===== config.mk =====
export PLATFORM = sky130hd
export DESIGN_NAME = mac_st_job_ctrl
export DESIGN_NICKNAME = d
export VERILOG_FILES = /design/src/rtl/mac_st_job_ctrl.sv
export SDC_FILE = /design/constraint.sdc
export NUM_CORES = 1
export LEC_CHECK = 0
export ABC_AREA = 1
export CAP_MARGIN = 20
export CORE_ASPECT_RATIO = 2
export CORE_MARGIN = 2
export CORE_UTILIZATION = 39
export CTS_BUF_LIST = sky130_fd_sc_hd__clkbuf_8
export DETAILED_ROUTE_END_ITERATION = 8
export PLACE_DENSITY = 0.82
export SLEW_MARGIN = 20
export SYNTH_ARGS = -nofsm -noshare
export SYNTH_HDL_FRONTEND = slang
export SYNTH_SLANG_ARGS = --single-unit
export TNS_END_PERCENT = 50

===== constraint.sdc =====
create_clock -name i_clk -period 4.1 [get_ports i_clk]
set_clock_uncertainty 0.1 [all_clocks]
set_input_delay 1.23 -clock i_clk [delete_from_list [all_inputs] [get_ports i_clk]]
set_output_delay 1.23 -clock i_clk [all_outputs]
set_load 0.05 [all_outputs]

===== src/rtl/mac_st_job_ctrl.sv =====
// mac_st_job_ctrl: job sequencer in front of one ST MAC (8x8 / 2x(4x4) / 4x(2x2)).
// A job (beat count, precision config) clears the MAC accumulator, streams the
// operand beats into the MAC, waits out the MAC pipeline and returns the sum
// on a valid/ready result port. This block is the only driver of the MAC's
// accumulator clear and precision config.
module mac_st_job_ctrl #(
  parameter int HEADROOM = 4,
  parameter int LEN_W    = 8,
  parameter int MAC_LAT  = 2
) (
  input  logic                    i_clk,
  input  logic                    i_rst,
  input  logic                    i_cmd_valid,
  output logic                    o_cmd_ready,
  input  logic [LEN_W-1:0]        i_cmd_len,
  input  logic [1:0]              i_cmd_config,
  input  logic                    i_in_valid,
  output logic                    o_in_ready,
  input  logic [7:0]              i_in_a,
  input  logic [7:0]              i_in_w,
  output logic [7:0]              o_mac_a,
  output logic [7:0]              o_mac_w,
  output logic [1:0]              o_mac_config_aw,
  output logic                    o_mac_accu_rst,
  input  logic [16+HEADROOM-1:0]  i_mac_z,
  output logic                    o_out_valid,
  input  logic                    i_out_ready,
  output logic [16+HEADROOM-1:0]  o_out_z
);

  localparam int ZW = 16 + HEADROOM;
  localparam int DW = (MAC_LAT < 1) ? 1 : $clog2(MAC_LAT + 1);

  typedef enum logic [2:0] {
    S_IDLE,
    S_CLEAR,
    S_RUN,
    S_DRAIN,
    S_DONE
  } state_t;

  state_t            r_state;
  state_t            w_next_state;

  logic [LEN_W-1:0]  r_beats_left;
  logic [1:0]        r_cfg;
  logic [DW-1:0]     r_drain_cnt;

  logic [7:0]        r_mac_a;
  logic [7:0]        r_mac_w;
  logic [1:0]        r_mac_cfg;
  logic              r_mac_accu_rst;

  logic              r_out_valid;
  logic [ZW-1:0]     r_out_z;

  logic              w_cmd_ready;
  logic              w_in_ready;
  logic              w_cmd_take;
  logic              w_beat_take;
  logic              w_last_beat;
  logic              w_drain_load;
  logic              w_capture;
  logic              w_handoff;
  logic [1:0]        w_cfg_mapped;

  // The unused encoding 10 runs as full 8x8 precision.
  assign w_cfg_mapped = (i_cmd_config == 2'b10) ? 2'b00 : i_cmd_config;

  // State register.
  always_ff @(posedge i_clk or posedge i_rst) begin
    if (i_rst) begin
      r_state <= S_IDLE;
    end else begin
      r_state <= w_next_state;
    end
  end

  // Next-state decode plus the per-cycle handshake strobes.
  always_comb begin
    w_next_state = r_state;
    w_cmd_ready  = 1'b0;
    w_in_ready   = 1'b0;
    w_cmd_take   = 1'b0;
    w_beat_take  = 1'b0;
    w_last_beat  = 1'b0;
    w_drain_load = 1'b0;
    w_capture    = 1'b0;
    w_handoff    = 1'b0;
    case (r_state)
      S_IDLE: begin
        w_cmd_ready = 1'b1;
        if (i_cmd_valid) begin
          w_cmd_take   = 1'b1;
          w_next_state = S_CLEAR;
        end
      end
      S_CLEAR: begin
        if (r_beats_left != '0) begin
          w_next_state = S_RUN;
        end else begin
          w_drain_load = 1'b1;
          w_next_state = S_DRAIN;
        end
      end
      S_RUN: begin
        w_in_ready = 1'b1;
        if (i_in_valid) begin
          w_beat_take = 1'b1;
          if (r_beats_left == LEN_W'(1)) begin
            w_last_beat  = 1'b1;
            w_drain_load = 1'b1;
            w_next_state = S_DRAIN;
          end
        end
      end
      S_DRAIN: begin
        if (r_drain_cnt == '0) begin
          w_capture    = 1'b1;
          w_next_state = S_DONE;
        end
      end
      S_DONE: begin
        if (i_out_ready) begin
          w_handoff    = 1'b1;
          w_next_state = S_IDLE;
        end
      end
      default: begin
        w_next_state = S_IDLE;
      end
    endcase
  end

  // Job length and precision are latched at acceptance and counted down per beat.
  always_ff @(posedge i_clk or posedge i_rst) begin
    if (i_rst) begin
      r_beats_left <= '0;
      r_cfg        <= 2'b00;
    end else if (w_cmd_take) begin
      r_beats_left <= i_cmd_len;
      r_cfg        <= w_cfg_mapped;
    end else if (w_beat_take) begin
      r_beats_left <= r_beats_left - 1'b1;
    end
  end

  // Drain counter covers the MAC pipeline after the last beat (or the clear).
  always_ff @(posedge i_clk or posedge i_rst) begin
    if (i_rst) begin
      r_drain_cnt <= '0;
    end else if (w_drain_load) begin
      r_drain_cnt <= DW'(MAC_LAT);
    end else if ((r_state == S_DRAIN) && (r_drain_cnt != '0)) begin
      r_drain_cnt <= r_drain_cnt - 1'b1;
    end
  end

  // Operands carry a beat only on its accept edge; every other cycle adds zero.
  always_ff @(posedge i_clk or posedge i_rst) begin
    if (i_rst) begin
      r_mac_a <= '0;
      r_mac_w <= '0;
    end else if (w_beat_take) begin
      r_mac_a <= i_in_a;
      r_mac_w <= i_in_w;
    end else begin
      r_mac_a <= '0;
      r_mac_w <= '0;
    end
  end

  // Accumulator clear pulses for one cycle and the precision config moves only on the clear edge.
  always_ff @(posedge i_clk or posedge i_rst) begin
    if (i_rst) begin
      r_mac_accu_rst <= 1'b0;
      r_mac_cfg      <= 2'b00;
    end else begin
      r_mac_accu_rst <= (r_state == S_CLEAR);
      if (r_state == S_CLEAR) begin
        r_mac_cfg <= r_cfg;
      end
    end
  end

  // Result capture once the pipeline has drained, held until the consumer takes it.
  always_ff @(posedge i_clk or posedge i_rst) begin
    if (i_rst) begin
      r_out_valid <= 1'b0;
      r_out_z     <= '0;
    end else if (w_capture) begin
      r_out_valid <= 1'b1;
      r_out_z     <= i_mac_z;
    end else if (w_handoff) begin
      r_out_valid <= 1'b0;
    end
  end

  assign o_cmd_ready     = w_cmd_ready;
  assign o_in_ready      = w_in_ready;
  assign o_mac_a         = r_mac_a;
  assign o_mac_w         = r_mac_w;
  assign o_mac_config_aw = r_mac_cfg;
  assign o_mac_accu_rst  = r_mac_accu_rst;
  assign o_out_valid     = r_out_valid;
  assign o_out_z         = r_out_z;

endmodule


==> metrics <==
setup TNS=0 ps; Final GP Congestion=0.793; root buffer cell=clkbuf_8; crit path DAT=slightly below 2000 ps; CP Class=flip-flop to output pin; TritonRoute pass-1 iters=4; Port Buffer Count=92; cell mode on critical path=inv_1; synth unique cells=25; Critical Path RT=2770 ps; die area=0.00720 mm²; M3 GR Usage=0.0330; # resized after CTS=0; crit path max-delay cell type=clkdlybuf4s50_1; synthesized net count=306; R2R Path Start=r_state[2]$_DFFE_PP0P_; M2 GR Usage=0.308; DRT Wirelength=5.56 mm; cell count after synthesis=251; synthesized area per cell=10.1 µm²; clk_lat worst skew=310 ps; worst-path maximum fanout=6; fin crit period=3290 ps; Power Internal=~1.5 mW; Clock transition at path regs=90 ps; worst-case clock buffer depth=2; Post-Route Utilization=0.576; gr usage total=0.173; critical path capture point type=output pin; HPWL after detailed placement=4.28 mm; Seq/Total Area, Yosys=0.543; first-pass GRT wire length=between 9 and 10 mm; CTS Hold Bufs=0; gr busiest metal=met2; Max Cap Viol=0; status=complete, no violations; final hold slack=~370 ps; grt ovf=0; crit share post-route=0.802; power density over cell area=756 mW/mm²; post-route insts no fill=about 430; Hold Path Depth=2; Slew headroom=0.541; area of the multi-input gates=923 µm²; synthesized flop and latch total=55; core area=0.00631 mm²; DRC errors left=0; sequential power share=0.316; via-per-instance ratio=between 4 and 5; Max Fclk=304 MHz; peak supply drop=between 0.0004 and 0.0005 V; vias in the first global route=around 2100; final worst slack=roughly 810 ps; CTS tree=done; beginning of the worst hold path=o_out_valid$_DFFE_PP0P_; DR vias=between 2000 and 2500; final setup violation count=0; io pins=between 90 and 100; largest net degree at the start of global routing=56; FF/Latch Area=between 0.001 and 0.0015 mm²; Final Max Tran Viols=0; Largest delay share family, worst path=buffers and inverters; Placement Cell Area=0.00352 mm²; Net Sw Power=1.28 mW; effective utilization at floorplan=0.402; Die H=118 µm; total design power=2.75 mW; Inserted Clock Buffers=5; RSZ-0062 raised after global routing=false; Worst-Margin Slew=689 ps; die width=approximately 61 µm; Yosys warnings=0; initial antenna violation count=0; final instance area=0.00363 mm²; clock share of power=0.131; R2R Path End=r_beats_left[7]$_DFFE_PP0P_; Critical Path Source Type=flip-flop; worst path cell trace=inv_1, nand2_1, inv_1, clkdlybuf4s50_1; CTS sink cnt=55; Cell Area, Synth=0.00254 mm²; # H-tree levels=2; layout cells sized above 1=0.144; nets=around 400; max incr delay on CP=790 ps; worst slack, placed=between 1000 and 1500 ps; R2R cell count=7; worst min path class=flip-flop to flip-flop; Inst Count DP=426; Worst Path Buf+Inv=3; WL/cell=12.8 µm; Final ANT Viol Nets=0; initial DRC count=106; met1 Use GR=0.181; r2r setup slk=2350 ps; post-CTS setup buffers=0; Worst Hold End=o_out_valid$_DFFE_PP0P_; area grow syn2layout=43.2%; Pleak=1.72 nW; Sw Share=0.466; count of final hold-check violations=0; Fill cells=between 500 and 600; std cell rows=a little over 40; Logic pwr share=0.553; ANT cells=0
[final cells by class]
cell class / count / share of cell area
Clock inverter: 3 / 0.0117
Inverter: 47 / 0.0489
Sequential cell: 55 / 0.379
Multi-Input combinational cell: 144 / 0.254
Clock buffer: 5 / 0.0189
Tap cell: 86 / 0.0296
Timing Repair Buffer: 94 / 0.258
[worst max path at each step]
stage,start,cells after the start,to,slack [ps]
after global routing,r_state[1]$_DFFE_PP0P_,3,o_in_ready,690
after global placement,r_state[2]$_DFFE_PP0P_,4,o_cmd_ready,1210
final,r_state[2]$_DFFE_PP0P_,4,o_cmd_ready,810
after CTS,r_state[2]$_DFFE_PP0P_,4,o_cmd_ready,780
after floorplan,i_rst,1,o_mac_a[0]$_DFF_PP0_,1430
after detailed placement,r_state[2]$_DFFE_PP0P_,4,o_cmd_ready,1140
[cell usage in the layout (no fill, tap or decap), drive strengths merged]
cell           instances
clkdlybuf4s50         92
dfrtp                 55
nand2                 48
inv                   48
nor2                  30
mux2                  20
nand3                 19
o21ai                  9
clkbuf                 5
o211ai                 4
ha                     4
or2                    3
xor2                   2
buf                    2
nand4                  2
nor3                   2
clkinv                 1
nand3b                 1
bufinv                 1
[logic make-up after synthesis]
group / Yosys count / synth area share
flops: 55 / 0.543
fa+ha+maj: 4 / 0.0197
buf+inv: 52 / 0.0932
xor+xnor: 2 / 0.00691
mux: 20 / 0.0888
compound gates: 13 / 0.0296
simple gates: 105 / 0.219
[state kept, by name, indices dropped and copies added (netlist names)]
register         cells
r_beats_left         8
o_mac_accu_rst       1
o_out_valid          1
o_mac_config_aw      2
o_mac_w              8
o_mac_a              8
o_out_z             20
r_drain_cnt          2
r_cfg                2
r_state              3
[power groups by stage]
stage               Sequential (mW)  Clock [mW]  Combinational, mW
floorplan                      1.36           0              0.577
global placement              0.866           0               1.50
detailed placement            0.879           0               1.53
CTS                           0.867       0.374               1.53
global route                  0.896       0.396               1.64
finish                        0.868       0.360               1.52
[tightest hold or removal path, cell delays in order, from the launching register on]
cell     delay [ps]
dfrtp_1         350
nand2_1          50
nand2_1          40
[routing by layer]
metal / vias to the layer above / routed length, µm
met5: - / 0
met3: 13 / 224
met2: 60 / 3210
met4: 0 / 171
met1: 980 / 1960
li1: 962 / -
[Yosys cell counts (all sizes together)]
master   n  area [µm²]
buf      5        58.8
clkinv   1        5.00
dfrtp   55        1380
ha       4        50.1
inv     46         173
mux2    20         225
nand2   48         185
nand3   19         100
nand3b   1        7.51
nand4    2        27.5
nor2    30         195
nor3     2        21.3
o211ai   4        30.0
o21ai    9        45.0
or2      3        18.8
xor2     2        17.5
No activity file was read; power rests on OpenSTA's default activity.
